==> config.mk <==
export PLATFORM = sky130hd
export DESIGN_NAME = pipe_hazard_ctrl_flat
export DESIGN_NICKNAME = d
export VERILOG_FILES = /design/src/rtl/pipe_hazard_if.sv /design/src/rtl/pipe_hazard_ctrl.sv /design/src/flat_wrapper.sv
export SDC_FILE = /design/constraint.sdc
export NUM_CORES = 1
export LEC_CHECK = 0
export ABC_AREA = 0
export ABC_CLOCK_PERIOD_IN_PS = 2600
export CORE_AREA = 2 2 39 41
export DETAILED_ROUTE_END_ITERATION = 8
export DIE_AREA = 0 0 41 43
export GPL_ROUTABILITY_DRIVEN = 0
export PLACE_DENSITY = 0.79
export SLEW_MARGIN = 20
export SYNTH_ARGS = -nofsm -noshare
export SYNTH_HDL_FRONTEND = slang
export SYNTH_SLANG_ARGS = --single-unit
==> constraint.sdc <==
create_clock -name i_clk -period 2.6 [get_ports i_clk]
set_input_delay 0.52 -clock i_clk [delete_from_list [all_inputs] [get_ports i_clk]]
set_output_delay 0.52 -clock i_clk [all_outputs]
set_load 0.05 [all_outputs]
==> src/rtl/pipe_hazard_if.sv <==
// Hazard-control bundle between the MIPS pipeline datapath and pipe_hazard_ctrl.
// The datapath is the master: it drives the decode/execute status fields and receives the stall/flush controls.
interface pipe_hazard_if;
  logic [4:0] i_id_rs;
  logic [4:0] i_id_rt;
  logic       i_id_uses_rt;
  logic       i_id_reads_hilo;
  logic       i_id_md_start;
  logic       i_ex_memread;
  logic [4:0] i_ex_rd;
  logic       i_ex_branch_taken;
  logic       i_exception;
  logic       o_pc_we;
  logic       o_fd_we;
  logic       o_fd_flush;
  logic       o_de_flush;
  logic       o_exc_redirect;
  logic [1:0] o_state;

  modport master (
    output i_id_rs, i_id_rt, i_id_uses_rt, i_id_reads_hilo, i_id_md_start,
           i_ex_memread, i_ex_rd, i_ex_branch_taken, i_exception,
    input  o_pc_we, o_fd_we, o_fd_flush, o_de_flush, o_exc_redirect, o_state
  );

  modport slave (
    input  i_id_rs, i_id_rt, i_id_uses_rt, i_id_reads_hilo, i_id_md_start,
           i_ex_memread, i_ex_rd, i_ex_branch_taken, i_exception,
    output o_pc_we, o_fd_we, o_fd_flush, o_de_flush, o_exc_redirect, o_state
  );
endinterface

==> src/rtl/pipe_hazard_ctrl.sv <==
// Pipeline sequencer for the 5-stage MIPS core: PC / IF-ID / ID-EX write enables and flushes
// for load-use, HI/LO latency, taken branches and the multi-cycle exception flush.
module pipe_hazard_ctrl #(
  parameter int MD_LAT  = 4,
  parameter int EXC_CYC = 2
) (
  input  logic         i_clk,
  input  logic         i_rst_n,
  pipe_hazard_if.slave hz
);

  localparam int EXC_W = (EXC_CYC > 1) ? $clog2(EXC_CYC) : 1;
  localparam logic [EXC_W-1:0] EXC_LOAD = EXC_W'(EXC_CYC - 1);
  // md_cnt holds the number of cycles a HI/LO consumer must still wait, so the
  // issue cycle itself consumes one of the MD_LAT cycles.
  localparam logic [3:0] MD_LOAD = 4'(MD_LAT - 1);

  typedef enum logic [1:0] {
    ST_RUN = 2'd0,
    ST_EXC = 2'd1
  } state_e;

  state_e           state_q, state_d;
  logic [3:0]       md_cnt_q, md_cnt_d;
  logic [EXC_W-1:0] exc_cnt_q, exc_cnt_d;

  logic lu, md_stall;
  logic pc_we, fd_we, fd_flush, de_flush, exc_redirect;

  assign lu = hz.i_ex_memread && (hz.i_ex_rd != 5'd0) &&
              ((hz.i_ex_rd == hz.i_id_rs) || (hz.i_id_uses_rt && (hz.i_ex_rd == hz.i_id_rt)));
  assign md_stall = (md_cnt_q != 4'd0) && (hz.i_id_reads_hilo || hz.i_id_md_start);

  always_comb begin
    state_d      = state_q;
    md_cnt_d     = (md_cnt_q != 4'd0) ? md_cnt_q - 4'd1 : 4'd0;
    exc_cnt_d    = exc_cnt_q;
    pc_we        = 1'b1;
    fd_we        = 1'b1;
    fd_flush     = 1'b0;
    de_flush     = 1'b0;
    exc_redirect = 1'b0;
    unique case (state_q)
      ST_RUN: begin
        if (hz.i_exception) begin
          state_d   = ST_EXC;
          exc_cnt_d = EXC_LOAD;
          md_cnt_d  = 4'd0;
          pc_we     = 1'b0;
          fd_we     = 1'b0;
          fd_flush  = 1'b1;
          de_flush  = 1'b1;
        end else if (hz.i_ex_branch_taken) begin
          // Decode is squashed, so its hazards are moot and a mul/div there never issues.
          fd_flush = 1'b1;
          de_flush = 1'b1;
        end else if (lu || md_stall) begin
          pc_we    = 1'b0;
          fd_we    = 1'b0;
          de_flush = 1'b1;
        end else if (hz.i_id_md_start) begin
          md_cnt_d = MD_LOAD;
        end
      end
      ST_EXC: begin
        fd_we    = 1'b0;
        fd_flush = 1'b1;
        de_flush = 1'b1;
        if (hz.i_exception) begin
          exc_cnt_d = EXC_LOAD;
          pc_we     = 1'b0;
        end else if (exc_cnt_q != '0) begin
          exc_cnt_d = exc_cnt_q - 1'b1;
          pc_we     = 1'b0;
        end else begin
          exc_redirect = 1'b1;
          state_d      = ST_RUN;
        end
      end
      default: begin
        state_d = ST_RUN;
      end
    endcase
  end

  always_ff @(posedge i_clk or negedge i_rst_n) begin
    if (!i_rst_n) begin
      state_q   <= ST_RUN;
      md_cnt_q  <= 4'd0;
      exc_cnt_q <= '0;
    end else begin
      state_q   <= state_d;
      md_cnt_q  <= md_cnt_d;
      exc_cnt_q <= exc_cnt_d;
    end
  end

  // Reset gates the outputs directly so an asserted reset aborts a sequence without waiting for a clock.
  assign hz.o_pc_we        = i_rst_n & pc_we;
  assign hz.o_fd_we        = i_rst_n & fd_we;
  assign hz.o_fd_flush     = ~i_rst_n | fd_flush;
  assign hz.o_de_flush     = ~i_rst_n | de_flush;
  assign hz.o_exc_redirect = i_rst_n & exc_redirect;
  assign hz.o_state        = state_q;

endmodule

==> src/flat_wrapper.sv <==
// flat-port wrapper written by rule: the top's interface ports become plain ports
module pipe_hazard_ctrl_flat 
#(
  parameter int MD_LAT  = 4,
  parameter int EXC_CYC = 2
)
  (i_clk, i_rst_n, hz_i_id_rs, hz_i_id_rt, hz_i_id_uses_rt, hz_i_id_reads_hilo, hz_i_id_md_start, hz_i_ex_memread, hz_i_ex_rd, hz_i_ex_branch_taken, hz_i_exception, hz_o_pc_we, hz_o_fd_we, hz_o_fd_flush, hz_o_de_flush, hz_o_exc_redirect, hz_o_state);
  pipe_hazard_if hz_i ();
  input  logic i_clk;
  input  logic i_rst_n;
  input wire logic [$bits(hz_i.i_id_rs)-1:0] hz_i_id_rs;
  input wire logic [$bits(hz_i.i_id_rt)-1:0] hz_i_id_rt;
  input wire logic [$bits(hz_i.i_id_uses_rt)-1:0] hz_i_id_uses_rt;
  input wire logic [$bits(hz_i.i_id_reads_hilo)-1:0] hz_i_id_reads_hilo;
  input wire logic [$bits(hz_i.i_id_md_start)-1:0] hz_i_id_md_start;
  input wire logic [$bits(hz_i.i_ex_memread)-1:0] hz_i_ex_memread;
  input wire logic [$bits(hz_i.i_ex_rd)-1:0] hz_i_ex_rd;
  input wire logic [$bits(hz_i.i_ex_branch_taken)-1:0] hz_i_ex_branch_taken;
  input wire logic [$bits(hz_i.i_exception)-1:0] hz_i_exception;
  output wire logic [$bits(hz_i.o_pc_we)-1:0] hz_o_pc_we;
  output wire logic [$bits(hz_i.o_fd_we)-1:0] hz_o_fd_we;
  output wire logic [$bits(hz_i.o_fd_flush)-1:0] hz_o_fd_flush;
  output wire logic [$bits(hz_i.o_de_flush)-1:0] hz_o_de_flush;
  output wire logic [$bits(hz_i.o_exc_redirect)-1:0] hz_o_exc_redirect;
  output wire logic [$bits(hz_i.o_state)-1:0] hz_o_state;
  assign hz_i.i_id_rs = hz_i_id_rs;
  assign hz_i.i_id_rt = hz_i_id_rt;
  assign hz_i.i_id_uses_rt = hz_i_id_uses_rt;
  assign hz_i.i_id_reads_hilo = hz_i_id_reads_hilo;
  assign hz_i.i_id_md_start = hz_i_id_md_start;
  assign hz_i.i_ex_memread = hz_i_ex_memread;
  assign hz_i.i_ex_rd = hz_i_ex_rd;
  assign hz_i.i_ex_branch_taken = hz_i_ex_branch_taken;
  assign hz_i.i_exception = hz_i_exception;
  assign hz_o_pc_we = hz_i.o_pc_we;
  assign hz_o_fd_we = hz_i.o_fd_we;
  assign hz_o_fd_flush = hz_i.o_fd_flush;
  assign hz_o_de_flush = hz_i.o_de_flush;
  assign hz_o_exc_redirect = hz_i.o_exc_redirect;
  assign hz_o_state = hz_i.o_state;
  pipe_hazard_ctrl #(.MD_LAT(MD_LAT), .EXC_CYC(EXC_CYC)) u_core (.i_clk(i_clk), .i_rst_n(i_rst_n), .hz(hz_i));
endmodule
==> metrics.csv <==
stage,metric,value,unit
logic_synthesis,synth_area,478,µm²
setup_path,crit_path_end_kind,primary output,
placement,dp_slack,-125,ps
logic_synthesis,synth_top_family_by_area,simple AND/OR/NAND/NOR gates,
placement,dpl_cell_area,833,µm²
setup_path,critPathRequiredTime,2080,ps
finish,area_growth_syn_to_layout,79.3,%
global_routing,grt_pass1_wl,2240,µm
power,p_sw,0.109,mW
cts,cts_tree,yes,
floorplan,initial_core_util,34.5,%
placement,dpl.hpwl,1120,µm
floorplan,core-area,1380,µm²
placement,dp.cells,103,
global_routing,grt_max_degree,10,
logic_synthesis,synth_ff_type,dfrtp_1,
detailed_routing,antenna_left,0,
finish,fin_area,857,µm²
floorplan,rows,14,
finish,layout.cells.non_filler,106,
status,run_status,"finished, final reports clean",
detailed_routing,drt_wl_total,1280,µm
logic_synthesis,synth_seq_cells,6,
timing,skew,1.43,ps
timing,tns,0,ps
logic_synthesis,synth-xor-area-share,20.2,%
finish,final_core_util,61.9,%
detailed_routing,firstDrtPassIters,2,
flow_run,maxCapViolations,0,
power,pwr-share-comb,43.3,%
finish,layout_common_cells,"19 x clkdlybuf4s50_1, 11 x xnor2_1, 7 x buf_4, 6 x dfrtp_1",
cts,clkTransAtPathRegs,40,ps
setup_path,crit_path_cell_trace,"clkdlybuf4s50_1, xnor2_1, nand3_1, o22ai_2, a21boi_2, o31a_2, buf_12",
hold_path,min_path_type,reg -> reg,
logic_synthesis,synthArstFlopShare,100,%
timing,report.final.hold_viol_count,0,
logic_synthesis,synth_top_area_share,31.4,%
cts,clock_latency,230,ps
hold_path,holdPathStages,1,
setup_path,reg2reg_from,u_core.hz.o_state[0],
setup_path,crit_path_start_kind,primary input,
logic_synthesis,yosysSeqAreaShare,31.4,%
logic_synthesis,synth-compound-area-share,20.2,%
logic_synthesis,synthMuxAreaShare,0,%
detailed_routing,remaining_drc_errors,0,
hold_path,hp-start,u_core.exc_cnt_q,
power,swShare,31.8,%
power,seq_power_share,32.9,%
global_routing,grt-ovfl-total,0,
power,p_leak,0.351,nW
detailed_routing,wl_per_cell,12.1,µm
power,p_total,0.344,mW
finish,drive_gt1_share,21.1,%
cts,htreeDepth,1,
setup_path,cp_max_fo,2,
cts,cts_hold_buf,0,
logic_synthesis,synth_edf_count,0,
floorplan,die_area,1760,µm²
power,internal_power,0.235,mW
logic_synthesis,synth_area_leaders,"dfrtp_1 31%, xnor2_1 20%, nor3_1 4.2%",
setup_path,worst-setup-path-type,in -> out,
timing,finalSetupViolCount,0,
timing,rsz0062_at_grt,true,
placement,port-buffer-count,28,
timing,final.setup.worst_slack,68.1,ps
detailed_routing,dr.first_iter.drc_count,5,
timing,timing.hold.ws,541,ps
timing,max_freq,395,MHz
setup_path,r2r_cells,4,
setup_path,cp_data_arrival_time,2010,ps
timing,layout_min_cycle_time,2530,ps
setup_path,crit_path_top_delay_cell,clkdlybuf4s50_1,
logic_synthesis,synth-simple-area-share,24.3,%
floorplan,num_io_pins,30,
logic_synthesis,synth.largest_area_cell,dfrtp_1,
logic_synthesis,synthAdderAreaFrac,0,%
setup_path,critPathMaxStageDelay,490,ps
cts,cts_buffers,3,
finish,final_nets,115,
logic_synthesis,syn_avg_cell_area,8.69,µm²
cts,cts-root-buf,clkbuf_4,
detailed_routing,vias_per_cell,4.84,
logic_synthesis,ys_types,27,
finish,layout_commonest_cell,clkdlybuf4s50_1,
timing,slew_violations,0,
power,pwr-share-clk,23.8,%
detailed_routing,num_vias,513,
hold_path,min_to,u_core.hz.o_state[0],
global_routing,grt_pass1_vias,562,
global_routing,grt_use_total,18.2,%
power,power.density,401,nW/µm²
timing,period_share,97.4,%
setup_path,rrSetupSlack,1350,ps
floorplan,die_y,43,µm
logic_synthesis,synth_fp_nets,78,
logic_synthesis,yosys_warnings,0,
cts,clk_path_buf_depth,2,
cts,cts_sinks,6,
power,ir_drop,0.256,mV
finish,diodes,0,
setup_path,reg2reg_to,u_core.md_cnt_q[1],
logic_synthesis,synthCells,55,
global_routing,antenna_found_initial,0,
floorplan,dieWidth,41,µm
[repair_timing]
item	CTS	global route
gates resized for setup	5	0
cloned	0	0
setup buffers	0	0
endpoints found under the setup margin	3	2
pin swaps	4	4
[worst max path at each step]
stage,slack (ps),depth (start not counted),endpoint,start
global route,-3,7,hz_o_pc_we,hz_i_id_rs[3]
CTS,50,7,hz_o_pc_we,hz_i_ex_rd[1]
detailed placement,-130,7,hz_o_fd_we,hz_i_ex_rd[2]
floorplan,140,2,hz_o_exc_redirect,u_core.hz.o_state[0]
finish,70,7,hz_o_pc_we,hz_i_id_rs[3]
global placement,-50,8,hz_o_pc_we,hz_i_ex_rd[0]
[layer usage]
layer  wire length, µm  share of wire (%)  GRT usage, %  vias to the layer above
met5                 0                  0             0                        -
met4                 0                  0          4.00                        0
met3                37                2.9          3.66                        0
met2               713                 56          30.0                       12
met1               530                 41          23.4                      232
li1                  -                  -             -                      269
[cells in the mapped netlist, types with 2 or more instances]
| cell | number |
|---|---|
| a21o_1 | 2 |
| nor2_1 | 2 |
| a21oi_1 | 2 |
| nand2_1 | 4 |
| nor3_1 | 4 |
| xnor2_1 | 11 |
| dfrtp_1 | 6 |
| nand2b_1 | 3 |
| inv_1 | 2 |
| a31o_2 | 2 |
[layout make-up]
| class | instances | area, µm² |
|---|---|---|
| clock buffer | 3 | 22.5 |
| fill | 124 | 527 |
| inverter | 2 | 7.51 |
| multi-input combinational | 46 | 319 |
| sequential | 6 | 150 |
| tap | 16 | 20.0 |
| timing repair buffer | 33 | 338 |
[flip-flops by register name, summed over array words and instances, names as in the netlist]
name / cells
u_core.hz.o_state: 1
u_core.exc_cnt_q: 1
u_core.md_cnt_q: 4
[critical path: cells and delay by family]
kind | cells | cell delay, ps
buffers and inverters | 2 | 640
AOI/OAI and AO/OA | 3 | 610
xor gates and xnor gates | 1 | 130
and+or+nand+nor | 1 | 120
[cell families (layout without fill, tap and decap cells)]
group | after synthesis | after routing
simple gates | 21 | 21
flops | 6 | 6
compound gates | 13 | 13
buf+inv | 3 | 38
other cells | 1 | 1
xor+xnor | 11 | 11
[power groups by stage]
| stage | combinational, mW | sequential [mW] | clock (mW) |
|---|---|---|---|
| final | 0.149 | 0.113 | 0.0818 |
| after global routing | 0.163 | 0.115 | 0.0938 |
| after CTS | 0.150 | 0.113 | 0.0861 |
| after detailed placement | 0.150 | 0.114 | 0 |
| after global placement | 0.148 | 0.114 | 0 |
| after floorplan | 0.0780 | 0.117 | 0 |
No activity file was read; power rests on OpenSTA's default activity.
